===== src/rtl/countdown_timer_pkg.sv =====
// Shared game package: timer state encoding and status-board digit limits.
// Imported by the countdown timer and its prescaler.
package countdown_timer_pkg;

  localparam int DIGIT_W   = 4;
  localparam int MAX_DIGIT = 10;

  typedef enum logic [1:0] {
    ST_IDLE   = 2'd0,
    ST_RUN    = 2'd1,
    ST_PAUSED = 2'd2,
    ST_DONE   = 2'd3
  } state_e;

endpackage


===== src/rtl/countdown_timer_tick_prescaler.sv =====
// Cycle counter with enable and clear; pulses wrap on its last count.
// Ports: clk, rst (sync, active-high), en, clr -> wrap.
module countdown_timer_tick_prescaler #(
  parameter int DIV = 4
) (
  input  logic clk,
  input  logic rst,
  input  logic en,
  input  logic clr,
  output logic wrap
);

  localparam int W = (DIV > 1) ? $clog2(DIV) : 1;
  localparam logic [W-1:0] LAST = W'(DIV - 1);

  logic [W-1:0] cnt_q, cnt_d;

  always_comb begin
    cnt_d = cnt_q;
    if (clr) begin
      cnt_d = '0;
    end else if (en) begin
      cnt_d = (cnt_q == LAST) ? '0 : cnt_q + 1'b1;
    end
  end

  always_ff @(posedge clk) begin
    if (rst) cnt_q <= '0;
    else     cnt_q <= cnt_d;
  end

  assign wrap = en && !clr && (cnt_q == LAST);

endmodule


===== src/rtl/countdown_timer.sv =====
// Game-clock countdown: whole seconds from START_VAL to 0 with pause/bonus.
// Ports: clk, rst, start, pause_tgl, add_time -> id, running, expired,
//        expired_pulse, tick (all registered).
module countdown_timer
  import countdown_timer_pkg::*;
#(
  parameter int TICK_DIV  = 25000000,
  parameter int START_VAL = 10,
  parameter int MAX_VAL   = MAX_DIGIT,
  parameter int ADD_VAL   = 3
) (
  input  logic               clk,
  input  logic               rst,
  input  logic               start,
  input  logic               pause_tgl,
  input  logic               add_time,
  output logic [DIGIT_W-1:0] id,
  output logic               running,
  output logic               expired,
  output logic               expired_pulse,
  output logic               tick
);

  localparam int AW = DIGIT_W + 1;
  localparam logic [AW-1:0] ADD_A = AW'(ADD_VAL);
  localparam logic [AW-1:0] MAX_A = AW'(MAX_VAL);
  localparam logic [DIGIT_W-1:0] START_D = DIGIT_W'(START_VAL);

  state_e state_q, state_d;
  logic [DIGIT_W-1:0] id_q, id_d;
  logic running_q, running_d;
  logic expired_q, expired_d;
  logic pulse_q, pulse_d;
  logic tick_q, tick_d;

  logic          wrap;
  logic          pre_clr;
  logic [AW-1:0] id_ext;
  logic [AW-1:0] id_adj;
  logic          expire_c;

  assign pre_clr = start || (state_q == ST_IDLE) || (state_q == ST_DONE);

  countdown_timer_tick_prescaler #(
    .DIV (TICK_DIV)
  ) u_pre (
    .clk  (clk),
    .rst  (rst),
    .en   (state_q == ST_RUN),
    .clr  (pre_clr),
    .wrap (wrap)
  );

  // Tick decrement and bonus fold into one saturating update.
  always_comb begin
    id_ext = {1'b0, id_q} - {{(AW-1){1'b0}}, wrap};
    if (add_time) id_ext = id_ext + ADD_A;
    id_adj = (id_ext > MAX_A) ? MAX_A : id_ext;
  end

  assign expire_c = (state_q == ST_RUN) && !start && wrap
                    && (id_adj == '0);

  always_ff @(posedge clk) begin
    if (rst) state_q <= ST_IDLE;
    else     state_q <= state_d;
  end

  always_comb begin
    state_d = state_q;
    unique case (state_q)
      ST_IDLE: begin
        if (start) state_d = ST_RUN;
      end
      ST_RUN: begin
        if (start)          state_d = ST_RUN;
        else if (expire_c)  state_d = ST_DONE;
        else if (pause_tgl) state_d = ST_PAUSED;
      end
      ST_PAUSED: begin
        if (start || pause_tgl) state_d = ST_RUN;
      end
      ST_DONE: begin
        if (start) state_d = ST_RUN;
      end
      default: state_d = ST_IDLE;
    endcase
  end

  always_comb begin
    id_d      = id_q;
    tick_d    = 1'b0;
    pulse_d   = 1'b0;
    running_d = (state_d == ST_RUN);
    expired_d = (state_d == ST_DONE);
    if (start) begin
      id_d = START_D;
    end else begin
      unique case (state_q)
        ST_RUN: begin
          if (wrap || add_time) id_d = id_adj[DIGIT_W-1:0];
          tick_d  = wrap;
          pulse_d = expire_c;
        end
        ST_PAUSED: begin
          if (add_time) id_d = id_adj[DIGIT_W-1:0];
        end
        ST_DONE: begin
          id_d = '0;
        end
        default: begin
          id_d = id_q;
        end
      endcase
    end
  end

  always_ff @(posedge clk) begin
    if (rst) begin
      id_q      <= START_D;
      running_q <= 1'b0;
      expired_q <= 1'b0;
      pulse_q   <= 1'b0;
      tick_q    <= 1'b0;
    end else begin
      id_q      <= id_d;
      running_q <= running_d;
      expired_q <= expired_d;
      pulse_q   <= pulse_d;
      tick_q    <= tick_d;
    end
  end

  assign id            = id_q;
  assign running       = running_q;
  assign expired       = expired_q;
  assign expired_pulse = pulse_q;
  assign tick          = tick_q;

endmodule


===== config.mk =====
export PLATFORM = sky130hd
export DESIGN_NAME = countdown_timer
export DESIGN_NICKNAME = d
export VERILOG_FILES = /design/src/rtl/countdown_timer_pkg.sv /design/src/rtl/countdown_timer_tick_prescaler.sv /design/src/rtl/countdown_timer.sv
export SDC_FILE = /design/constraint.sdc
export NUM_CORES = 1
export LEC_CHECK = 0
export CAP_MARGIN = 10
export CORE_MARGIN = 3
export CORE_UTILIZATION = 52
export DETAILED_ROUTE_END_ITERATION = 8
export PLACE_DENSITY_LB_ADDON = 0.2
export SLEW_MARGIN = 20
export SYNTH_ARGS = -nofsm -noshare
export SYNTH_HDL_FRONTEND = slang
export SYNTH_SLANG_ARGS = --single-unit

===== constraint.sdc =====
create_clock -name clk -period 3.6 [get_ports clk]
set_input_delay 0.36 -clock clk [delete_from_list [all_inputs] [get_ports clk]]
set_output_delay 0.36 -clock clk [all_outputs]
set_load 0.005 [all_outputs]

### Word-level counts from Yosys, hierarchy flattened

Index checks and enable logic that the tools add are counted.

| storage, ports and cells | value |
|---|---|
| logic and storage cells | 51 |
| bits in registers | 35 |
| input port bits | 5 |

| cells by class | value |
|---|---|
| $add $sub $neg | 3 |
| eq/ne operators | 8 |
| order comparisons | 1 |
| reductions and logical operators | 19 |
| multiplexer cells | 12 |
| bitwise gates (word level) | 1 |

Operators with widths:

| kind | count |
|---|---|
| adder 25 x 1 -> 25 bit, second input constant | 1 |
| equality test 25 bit, second input constant | 1 |
| 2-to-1 mux 25 bit | 1 |
| case mux 4 bit (3 select lines) | 1 |
| 2-to-1 mux 2 bit | 5 |
| 2-to-1 mux 5 bit | 2 |
| 2-to-1 mux 4 bit | 2 |
| equality test 2 bit, second input constant | 3 |
| case mux 2 bit (3 select lines) | 1 |
| OR reduction 2 bit | 3 |
| adder 5 x 2 -> 5 bit, second input constant | 1 |
| > comparator 5 x 4 -> 1 bit, second input constant | 1 |
| logical AND 1 bit | 5 |
| logical NOT 5 bit | 1 |
| subtractor 4 x 1 -> 5 bit | 1 |
| equality test 2 x 1 -> 1 bit, second input constant | 2 |
| logical OR 1 bit | 4 |
| != test 2 bit, second input constant | 2 |
| AND reduction 3 bit | 1 |
| nonzero test 3 bit | 1 |
| OR reduction 3 bit | 1 |
| logical NOT 1 bit | 2 |
| logical NOT 2 bit | 1 |
| NOT 1 bit | 1 |

### Logic depth before layout (Yosys ltp)

Gate-level depths: netlist of the first run.

| depth | value |
|---|---|
| word-level depth | 17 |
| depth in mapped cells | 16 |

### Cells and area by module

Synthesis of the first run repeated with hierarchy kept, for this count alone.

| second synthesis, totals | value |
|---|---|
| cells, all modules | 227 |
| area, all modules | 1,999.4 µm² |

By module, submodules not included:

| module | cells an instance | area an instance (µm²) | instances |
|---|---|---|---|
| countdown_timer_tick_prescaler | 141 | 1,226.2 | 1 |
| countdown_timer | 86 | 773.2 | 1 |

### Least setup slack after synthesis of the first run

Ideal clock, no wire load.

| path | value |
|---|---|
| path kind | flip-flop to flip-flop |
| start | register state_q[1] |
| end | register state_q[1] |
| cell stages (with the launch flop) | 14 |
| required time | 3.500 ns |
| library setup time | 0.100 ns |
| path slack | 0.137 ns |
| data arrival time | 3.363 ns |
| cells stage by stage | dfxtp_1 > inv_1 > ha_1 > buf_2 > and4_2 > and3_1 > nand4_2 > inv_1 > ha_1 > nand2_1 > a21boi_0 > or4_4 > a2111o_4 > a2111oi_4 |

| on the way | value |
|---|---|
| longest elaborated chain between the ends | 16 |

Ends and longest elaborated chain:

| element | RTL line | RTL |
|---|---|---|
| from (decl) | countdown_timer.sv:29 | `state_e state_q, state_d;` |
| from (signal assigned) | countdown_timer.sv:66 | `else state_q <= state_d;` |
| logical NOT 2 bit | countdown_timer.sv:42 | `assign pre_clr = start \|\| (state_q == ST_IDLE) \|\| (state_q == ST_DONE);` |
| logical OR 1 bit (2 in series) | countdown_timer.sv:42 |  |
| logical NOT 1 bit | countdown_timer_tick_prescaler.sv:32 | `assign wrap = en && !clr && (cnt_q == LAST);` |
| logical AND 1 bit * (2 in series) | countdown_timer_tick_prescaler.sv:32 |  |
| net u_pre.wrap | countdown_timer_tick_prescaler.sv:10 | `output logic wrap` |
| subtractor 4 x 1 -> 5 bit | countdown_timer.sv:56 | `id_ext = {1'b0, id_q} - {{(AW-1){1'b0}}, wrap};` |
| adder 5 x 2 -> 5 bit | countdown_timer.sv:57 | `if (add_time) id_ext = id_ext + ADD_A;` |
| 2-to-1 mux 5 bit | countdown_timer.sv:57 |  |
| > comparator 5 x 4 -> 1 bit | countdown_timer.sv:58 | `id_adj = (id_ext > MAX_A) ? MAX_A : id_ext;` |
| 2-to-1 mux 5 bit | countdown_timer.sv:58 |  |
| logical NOT 5 bit | countdown_timer.sv:62 | `&& (id_adj == '0);` |
| logical AND 1 bit * | countdown_timer.sv:62 |  |
| 2-to-1 mux 2 bit * | countdown_timer.sv:77 | `else if (expire_c) state_d = ST_DONE;` |
| 2-to-1 mux 2 bit * | countdown_timer.sv:76 | `if (start) state_d = ST_RUN;` |
| case mux 2 bit (3 select lines) * | countdown_timer.sv:71 | `unique case (state_q)` |

Mark *: on every way through the listed nets, which the timed path passes. The rest lies on a longest branch.
A chain may end at the register's enable or synchronous reset.

### Final worst setup path of the first run

| path | value |
|---|---|
| start | register u_pre.cnt_q[15] |
| end | register state_q[1] |

| on the way | value |
|---|---|
| longest elaborated chain between the ends | 12 |

Ends and longest elaborated chain:

| element | RTL line | RTL |
|---|---|---|
| from (decl) | countdown_timer_tick_prescaler.sv:16 | `logic [W-1:0] cnt_q, cnt_d;` |
| from (signal assigned) | countdown_timer_tick_prescaler.sv:29 | `else cnt_q <= cnt_d;` |
| equality test 25 bit * | countdown_timer_tick_prescaler.sv:32 |  |
| logical AND 1 bit * | countdown_timer_tick_prescaler.sv:32 |  |
| net u_pre.wrap | countdown_timer_tick_prescaler.sv:10 |  |
| subtractor 4 x 1 -> 5 bit | countdown_timer.sv:56 |  |
| adder 5 x 2 -> 5 bit | countdown_timer.sv:57 |  |
| 2-to-1 mux 5 bit | countdown_timer.sv:57 |  |
| > comparator 5 x 4 -> 1 bit | countdown_timer.sv:58 |  |
| 2-to-1 mux 5 bit | countdown_timer.sv:58 |  |
| logical NOT 5 bit | countdown_timer.sv:62 |  |
| logical AND 1 bit * | countdown_timer.sv:62 |  |
| 2-to-1 mux 2 bit * | countdown_timer.sv:77 |  |
| 2-to-1 mux 2 bit * | countdown_timer.sv:76 |  |
| case mux 2 bit (3 select lines) * | countdown_timer.sv:71 |  |

Marked as above.

==> metrics.yaml, run 1 <==
route:
  ant_nets: 0
  avgRoutedWirePerCell_um: 13.1
  drcViolationCount: 0
  wirelength_um: 3800
  avgViaCountPerCell: 5.43
  first_pass_iters: 4
  drtIter0Drc: 165
  vias: 1570
critical_path:
  slowest_stage: "or4_4"
  crit_path_max_fanout: 5
  cp-start-kind: "register"
  crit_start: "u_pre.cnt_q[15]"
  crit_chain: "or4b_4 > nor4_4 > nand4_2 > inv_1 > ha_1 > nand2_1 > a21boi_0 > or4_4 > a2111o_4 > a2111oi_4"
  critPathTopFamily: "simple AND/OR/NAND/NOR gates"
  critPathKind: "reg -> reg"
  reg2reg_from: "u_pre.cnt_q[15]"
  cp.arrival_ns: 3.63
  critPathMaxStageDelay_ns: 0.57
  worstSetupEndpointType: "register"
  worst-path-buf-inv: 1
  required_ns: 3.80
placement:
  placed_area_mm2: 0.00214
  gp_congestion: 0.882
  place_ws_ns: 0.153
  placed_cells: 281
  numPortBuffers: 12
  hpwl_um: 2730
global_route:
  grt_max_degree: 26
  grt_pass1_wl_um: 6470
  grtUsageTotal_pct: 19.1
  antenna_found_initial: 0
  grt_pass1_vias: 1456
  overflow: 0
timing:
  finalCriticalPeriod_ns: 3.43
  max_freq_mhz: 291
  relSlewSlack_pct: 69.4
  report.final.slew_viol_count: 0
  hold_violations: 0
  timing.final.crit_share_pct: 95.4
  finalSetupViolations: 0
  tightest_slew_ns: 0.455
  finClkSkew_ns: 0.00663
  setup_slack_ns: 0.167
logic_synthesis:
  synthDistinctLibCells: 51
  async_reset_ff_share_pct: 0
  synth-edff-count: 0
  dominantRegCellSynth: "dfxtp_1"
  synth.avg_cell_area_um2: 8.78
  ys.warnings.count: 0
  synth-seq-cells: 35
  syn_nets: 234
  synthCells: 220
  synth_area_mm2: 0.00193
  yosysSeqAreaShare_pct: 36.3
clock_network:
  numCtsBuffers: 5
  clockBufferDepth: 2
  clk_pin_slew_ns: 0.08
  clkLatencyLatePin_ns: 0.30
  root_buffer: "clkbuf_8"
  cts.sinks: 35
  hold_buffers: 0
  post-cts-setup-buffers: 0
  cts_tree: "built"
  htree_levels: 2
  post_cts_resized: 0
die:
  die_x_um: 67.0
  die_area_mm2: 0.00448
  fp.coreArea_mm2: 0.00347
  ios: 13
  rows: 21
  start_util_pct: 55.7
  die_h_um: 67.0
pwr:
  ir_drop_uv: 336
  power.leakage_nw: 0.803
  finalPower_uw: 906
  power_density_mw_per_mm2: 398
layout:
  num_antenna_cells: 0
  finalInstanceArea_mm2: 0.00227
  finalNetCount: 256
  area_growth_pct: 17.7
  final_cell_mix: "nor2_1, dfxtp_1, nand2_1"
  drive_above_1_share_pct: 14.0
  final_util_pct: 65.6
  layout_commonest_cell: "nor2_1"
  fin_cells: 289
worst_hold_path:
  min_path_type: "reg -> reg"
  hold_start: "id[0]"
status:
  outcome: "complete, no violations"
job:
  cap_violations: 0
logic make-up after synthesis:
| logic type | share of synthesized area, % |
|---|---|
| compound gates | 13.5 |
| flops | 36.3 |
| fa+ha+maj | 5.83 |
| buf+inv | 2.66 |
| xor+xnor | 12.5 |
| simple gates | 28.8 |
| mux | 0.518 |
layout make-up:
class	instances	area [um^2]
inverters	9	33.8
flip-flops and latches	35	701
clock inverters	2	35.0
clock buffers	6	82.6
well taps	46	57.6
fillers	301	1190
repair buffers	19	173
multi-input cells	172	1190
sequential cells by signal, indices dropped and copies added, names as in the netlist:
register       flops
u_pre.cnt_q       25
id                 4
state_q            2
expired            1
expired_pulse      1
running            1
tick               1
tightest hold or removal path, stage by stage (launching register included):
cell and delay [ns]:
dfxtp_1 0.33, nand3_1 0.06, o21ai_0 0.06
path summary, 6_finish.rpt:
path | cells after the start | endpoint | slack [ns]
min reg2reg | 2 | id[0] | 0.50
max reg2reg | 10 | state_q[1] | 0.17
max | 10 | state_q[1] | 0.17
min | 2 | id[0] | 0.50
power by group:
| part | total, mW | switching (mW) | internal [mW] |
|---|---|---|---|
| clock network | 0.377 | 0.153 | 0.224 |
| logic | 0.123 | 0.0666 | 0.0567 |
| registers | 0.406 | 0.0102 | 0.395 |
Yosys cell counts (4+ instances only):
library cell / number / area share, %
a21oi_1: 5 / 1.3
nand4_1: 6 / 1.9
and3_1: 4 / 1.3
o21ai_0: 7 / 1.8
nand2_1: 18 / 3.5
xnor2_1: 9 / 4.1
inv_1: 9 / 1.7
nor2_1: 38 / 7.4
nand3_1: 14 / 3.6
xor2_1: 16 / 7.3
ha_1: 9 / 5.8
nor3_1: 5 / 1.3
dfxtp_1: 35 / 36
metal layers:
metal | up-vias | global-route usage [%] | share of wire, %
met1 | 724 | 25.7 | 52
met5 | - | 0 | 0
met3 | 6 | 4.22 | 4.4
met4 | 0 | 9.11 | 1.4
li1 | 811 | - | -
met2 | 29 | 28.8 | 42
stage by stage:
stage               hold WS [ns]  TNS, ns
floorplan                  0.432        0
global placement           0.476        0
detailed placement         0.487        0
CTS                        0.498        0
global route               0.523  -0.0283
finish                     0.499        0
(Power assumes the default switching activity.)
==> inputs of run 2 (changes only) <==
CORE_UTILIZATION = 55   (was 52)
clock period = 4.03 ns   (was 3.6 ns; I/O delays follow)
==> metrics.yaml, run 2 (same netlist as run 1, synthesis figures left out) <==
layout:
  layout_commonest_cell: "nor2_1"  # unchanged
  fin_cells: 282  # was 289
  drive_above_1_share_pct: 10.9  # was 14.0%
  finalNetCount: 251  # was 256
  area_growth_pct: 12.1  # was 17.7%
  num_antenna_cells: 0  # unchanged
  largest_reg_flops: 25  # unchanged
  regMostFlops: "u_pre.cnt_q"  # unchanged
  final_cell_mix: "nor2_1, dfxtp_1, nand2_1"  # unchanged
placement:
  hpwl_um: 2680  # was 2730 um
  gp_congestion: 0.827  # was 0.882
  numPortBuffers: 12  # unchanged
  place_ws_ns: 0.386  # was 0.153 ns
  placed_cells: 274  # was 281
route:
  first_pass_iters: 5  # was 4
  avgViaCountPerCell: 5.48  # was 5.43
  wirelength_um: 3610  # was 3800 um
  ant_nets: 0  # unchanged
  drcViolationCount: 0  # unchanged
  drtIter0Drc: 109  # was 165
  vias: 1546  # was 1570
  avgRoutedWirePerCell_um: 12.8  # was 13.1 um
critical_path:
  reg2reg_from: "u_pre.cnt_q[15]"  # unchanged
  r2r-end: "state_q[1]"  # unchanged
  crit_start: "u_pre.cnt_q[15]"  # unchanged
  critPathKind: "reg -> reg"  # unchanged
  cp.arrival_ns: 3.92  # was 3.63 ns
  endpoint: "state_q[1]"  # unchanged
  reg2reg_depth: 11  # was 10
  crit_path_max_fanout: 8  # was 5
  required_ns: 4.29  # was 3.80 ns
  critPathMaxStageDelay_ns: 0.56  # was 0.57 ns
  cp-start-kind: "register"  # unchanged
  crit_top_cell: "ha_1"
  crit_chain: "or4b_4 > nor4_4 > nand4_2 > inv_1 > ha_1 > ha_1 > nor2b_1 > xnor3_1 > nand2_1 > a2111o_4 > a2111oi_4"  # was or4b_4 > nor4_4 > nand4_2 > inv_1 > ha_1 > nand2_1 > a21boi_0 > or4_4 > a2111o_4 > a2111oi_4
  slowest_stage: "or4b_4"  # was or4_4
  worstSetupEndpointType: "register"  # unchanged
  ff2ff_setup_slack_ns: 0.37  # was 0.17 ns
pwr:
  swShare_pct: 30.2  # was 25.4%
  ir_drop_uv: 185  # was 336 uV
  finalPower_uw: 676  # was 906 uW
  p_seq_share_pct: 53.6  # was 44.8%
  power_density_mw_per_mm2: 312  # was 398 mW/mm^2
  power.leakage_nw: 0.738  # was 0.803 nW
  p_comb_share_pct: 16.0  # was 13.6%
  p_int_uw: 472  # was 676 uW
  p_switching_uw: 204  # was 230 uW
  clockPowerShare_pct: 30.4  # was 41.6%
timing:
  relSlewSlack_pct: 37.6  # was 69.4%
  hold_violations: 0  # unchanged
  whs_ns: 0.507  # was 0.499 ns
  finalCriticalPeriod_ns: 3.66  # was 3.43 ns
  tightest_slew_ns: 0.933  # was 0.455 ns
  timing.final.crit_share_pct: 90.8  # was 95.4%
  finalSetupViolations: 0  # unchanged
  setup_slack_ns: 0.369  # was 0.167 ns
  rsz0062_at_grt: "false"
  report.final.slew_viol_count: 0  # unchanged
  finClkSkew_ns: 0.0110  # was 0.00663 ns
  max_freq_mhz: 273  # was 291 MHz
  fin_tns_setup_ns: 0  # unchanged
die:
  rows: 20  # was 21
  start_util_pct: 60.3  # was 55.7%
  die_area_mm2: 0.00426  # was 0.00448 mm^2
  fp.coreArea_mm2: 0.00320  # was 0.00347 mm^2
  ios: 13  # unchanged
  die_h_um: 65.3  # was 67.0 um
  die_x_um: 65.3  # was 67.0 um
clock_network:
  clockBufferDepth: 2  # unchanged
  numCtsBuffers: 5  # unchanged
  cts.sinks: 35  # unchanged
  cts_tree: "built"  # unchanged
  post_cts_resized: 0  # unchanged
  post-cts-setup-buffers: 0  # unchanged
  hold_buffers: 0  # unchanged
  root_buffer: "clkbuf_4"  # was clkbuf_8
  clk_pin_slew_ns: 0.13  # was 0.08 ns
  htree_levels: 2  # unchanged
  clkLatencyLatePin_ns: 0.35  # was 0.30 ns
global_route:
  grt_pass1_wl_um: 6480  # was 6470 um
  grt_max_degree: 26  # unchanged
  overflow: 0  # unchanged
  grt_pass1_vias: 1490  # was 1456
  antenna_found_initial: 0  # unchanged
  grtUsageTotal_pct: 19.3  # was 19.1%
status:
  outcome: "complete, no violations"  # unchanged
worst_hold_path:
  min_path_type: "reg -> reg"  # unchanged
job:
  cap_violations: 0  # unchanged
[run 2: changes by cell type in the layout (fill, tap and decap cells not counted), moves of 2 or more]
cell	change
clkbuf_4	+5
buf_4	-5
clkinvlp_4	+2
clkbuf_8	-6
[run 2: through the flow]
| stage | util (%) | cell area [um^2] |
|---|---|---|
| 6_report | 67.6 | 2170 |
| 4_1_cts | 67.6 | 2170 |
| 2_1_floorplan | - | 1930 |
| 3_5_place_dp | 65.7 | 2100 |
| 3_3_place_gp | 65.7 | 2100 |
| 5_1_grt | 67.6 | 2170 |
[run 2: power groups by stage]
stage                     Sequential [mW]  Combinational, mW  Clock, mW
after floorplan                     0.369             0.0755          0
after detailed placement            0.370              0.108          0
final                               0.362              0.108      0.205
after global placement              0.370              0.107          0
after global routing                0.363              0.122      0.224
after CTS                           0.362              0.108      0.210
[run 2: critical path: cells and delay by family (launching register included)]
kind | cells | cell delay [ns]
xor gates and xnor gates | 1 | 0.29
buffers and inverters | 1 | 0.13
AOI/OAI and AO/OA | 2 | 0.86
DFF | 1 | 0.37
and+or+nand+nor | 5 | 1.36
adders and majority gates | 2 | 0.55
[run 2: how the worst min path moves through the flow]
stage / start / endpoint / cells after the start
detailed placement: u_pre.cnt_q[22] / u_pre.cnt_q[22] / 2
finish: u_pre.cnt_q[22] / u_pre.cnt_q[22] / 2
CTS: u_pre.cnt_q[22] / u_pre.cnt_q[22] / 2
global placement: u_pre.cnt_q[22] / u_pre.cnt_q[22] / 2
floorplan: u_pre.cnt_q[22] / u_pre.cnt_q[22] / 2
global route: u_pre.cnt_q[22] / u_pre.cnt_q[22] / 2
[run 2: final cells by class]
cell class,instances,area [um^2]
multi-input combinational,172,1180
fill,265,1040
sequential,35,701
timing repair buffer,14,135
tap,44,55.1
clock buffer,5,37.5
inverter,9,33.8
clock inverter,3,23.8
[run 2: layer usage]
metal  part of all wire (%)  GRT usage (%)
met5                      0              0
met4                    1.5           7.77
met3                    3.1           4.27
met2                     47           31.5
met1                     49           24.6
==> inputs of run 3 (changes only) <==
CORE_ASPECT_RATIO = 1.1   (was not set)
SLEW_MARGIN = not set   (was 20)
==> metrics.yaml, run 3 (same netlist as run 1, synthesis figures left out) <==
timing:
  rsz0062_at_grt: "false"  # unchanged
  fin_tns_setup_ns: 0  # unchanged
  hold_violations: 0  # unchanged
  finClkSkew_ns: 0.00871  # was 0.0110 ns
  finalSetupViolations: 0  # unchanged
  max_freq_mhz: 273  # about the same
  timing.final.crit_share_pct: 91.0  # was 90.8%
  finalCriticalPeriod_ns: 3.67  # was 3.66 ns
  tightest_slew_ns: 0.939  # was 0.933 ns
  relSlewSlack_pct: 37.2  # was 37.6%
  report.final.slew_viol_count: 0  # unchanged
route:
  vias: 1580  # was 1546
  avgRoutedWirePerCell_um: 13.0  # was 12.8 um
  avgViaCountPerCell: 5.56  # was 5.48
  drtIter0Drc: 99  # was 109
  wirelength_um: 3700  # was 3610 um
  ant_nets: 0  # unchanged
  first_pass_iters: 4  # was 5
  drcViolationCount: 0  # unchanged
placement:
  hpwl_um: 2810  # was 2680 um
  gp_congestion: 0.870  # was 0.827
  numPortBuffers: 12  # unchanged
  placed_cells: 276  # was 274
critical_path:
  crit_path_max_fanout: 8  # unchanged
  required_ns: 4.29  # about the same
  cp-start-kind: "register"  # unchanged
  worstSetupEndpointType: "register"  # unchanged
  ff2ff_setup_slack_ns: 0.36  # was 0.37 ns
  cp.arrival_ns: 3.93  # was 3.92 ns
  critPathKind: "reg -> reg"  # unchanged
layout:
  num_antenna_cells: 0  # unchanged
  regMostFlops: "u_pre.cnt_q"  # unchanged
  largest_reg_flops: 25  # unchanged
  fin_cells: 284  # was 282
  area_growth_pct: 13.3  # was 12.1%
  finalNetCount: 251  # unchanged
  layout_commonest_cell: "nor2_1"  # unchanged
  final_util_pct: 68.3  # was 67.6%
  drive_above_1_share_pct: 10.9  # unchanged
  final_cell_mix: "nor2_1, dfxtp_1, nand2_1"  # unchanged
global_route:
  overflow: 0  # unchanged
  grt_pass1_vias: 1447  # was 1490
  grtUsageTotal_pct: 19.5  # was 19.3%
  antenna_found_initial: 0  # unchanged
  grt_pass1_wl_um: 6490  # was 6480 um
  grt_max_degree: 26  # unchanged
clock_network:
  cts.sinks: 35  # unchanged
  clk_pin_slew_ns: 0.11  # was 0.13 ns
  clkLatencyLatePin_ns: 0.35  # about the same
  hold_buffers: 0  # unchanged
  clockBufferDepth: 2  # unchanged
  post_cts_resized: 0  # unchanged
  htree_levels: 2  # unchanged
  post-cts-setup-buffers: 0  # unchanged
  numCtsBuffers: 5  # unchanged
  cts_tree: "built"  # unchanged
  root_buffer: "clkbuf_4"  # unchanged
pwr:
  p_switching_uw: 193  # was 204 uW
  power.leakage_nw: 0.756  # was 0.738 nW
  p_int_uw: 532  # was 472 uW
  p_comb_share_pct: 15.0  # was 16.0%
  p_seq_share_pct: 49.9  # was 53.6%
  ir_drop_uv: 261  # was 185 uV
  swShare_pct: 26.6  # was 30.2%
  power_density_mw_per_mm2: 332  # was 312 mW/mm^2
  finalPower_uw: 726  # was 676 uW
  clockPowerShare_pct: 35.1  # was 30.4%
die:
  die_x_um: 62.5  # was 65.3 um
  die_area_mm2: 0.00426  # about the same
  die_h_um: 68.2  # was 65.3 um
  fp.coreArea_mm2: 0.00321  # was 0.00320 mm^2
  rows: 21  # was 20
  start_util_pct: 60.3  # about the same
  ios: 13  # unchanged
job:
  cap_violations: 0  # unchanged
status:
  outcome: "complete, no violations"  # unchanged
worst_hold_path:
  min_path_type: "reg -> reg"  # unchanged
## run 3: routing by layer
layer | routed length [um] | global-route usage [%] | part of all wire [%] | up-vias
met5 | 0 | 0 | 0 | -
met4 | 93 | 9.64 | 2.5 | 0
met3 | 149 | 6.90 | 4.0 | 12
met2 | 1790 | 32.2 | 48 | 27
met1 | 1670 | 22.8 | 45 | 734
li1 | - | - | - | 807
## run 3: final cells by class
type,count,area (um^2)
multi-input combinational,172,1180
fill,274,1020
sequential,35,701
timing repair buffer,14,135
tap,46,57.6
clock inverter,3,43.8
clock buffer,5,37.5
inverter,9,33.8
## run 3: critical path, stage by stage (launching register included)
cell and delay, ns:
dfxtp_1 0.37, or4b_4 0.56, nor4_4 0.30, nand4_2 0.22, inv_1 0.14, ha_1 0.32
ha_1 0.25, nor2b_1 0.22, xnor3_1 0.28, nand2_1 0.08, a2111o_4 0.52, a2111oi_4 0.34
## run 3: power groups by stage
stage	combinational [mW]	clock, mW	sequential [mW]
after floorplan	0.0755	0	0.369
after global placement	0.107	0	0.369
after detailed placement	0.109	0	0.370
after CTS	0.109	0.263	0.362
after global routing	0.122	0.278	0.364
final	0.109	0.255	0.362
## run 3: path summary, 6_finish.rpt
path                    from               to  depth (start not counted)
max          u_pre.cnt_q[15]       state_q[1]                         11
min          u_pre.cnt_q[22]  u_pre.cnt_q[22]                          2
max reg2reg  u_pre.cnt_q[15]       state_q[1]                         11
min reg2reg  u_pre.cnt_q[22]  u_pre.cnt_q[22]                          2
## run 3: per-stage QoR
stage                     hold WS [ns]  area, um^2  worst slack [ns]
after floorplan                  0.458        1930             0.567
after global placement           0.474        2110             0.471
after detailed placement         0.484        2110             0.397
after CTS                        0.500        2190             0.368
after global routing             0.535        2190             0.147
final                            0.494        2190             0.362
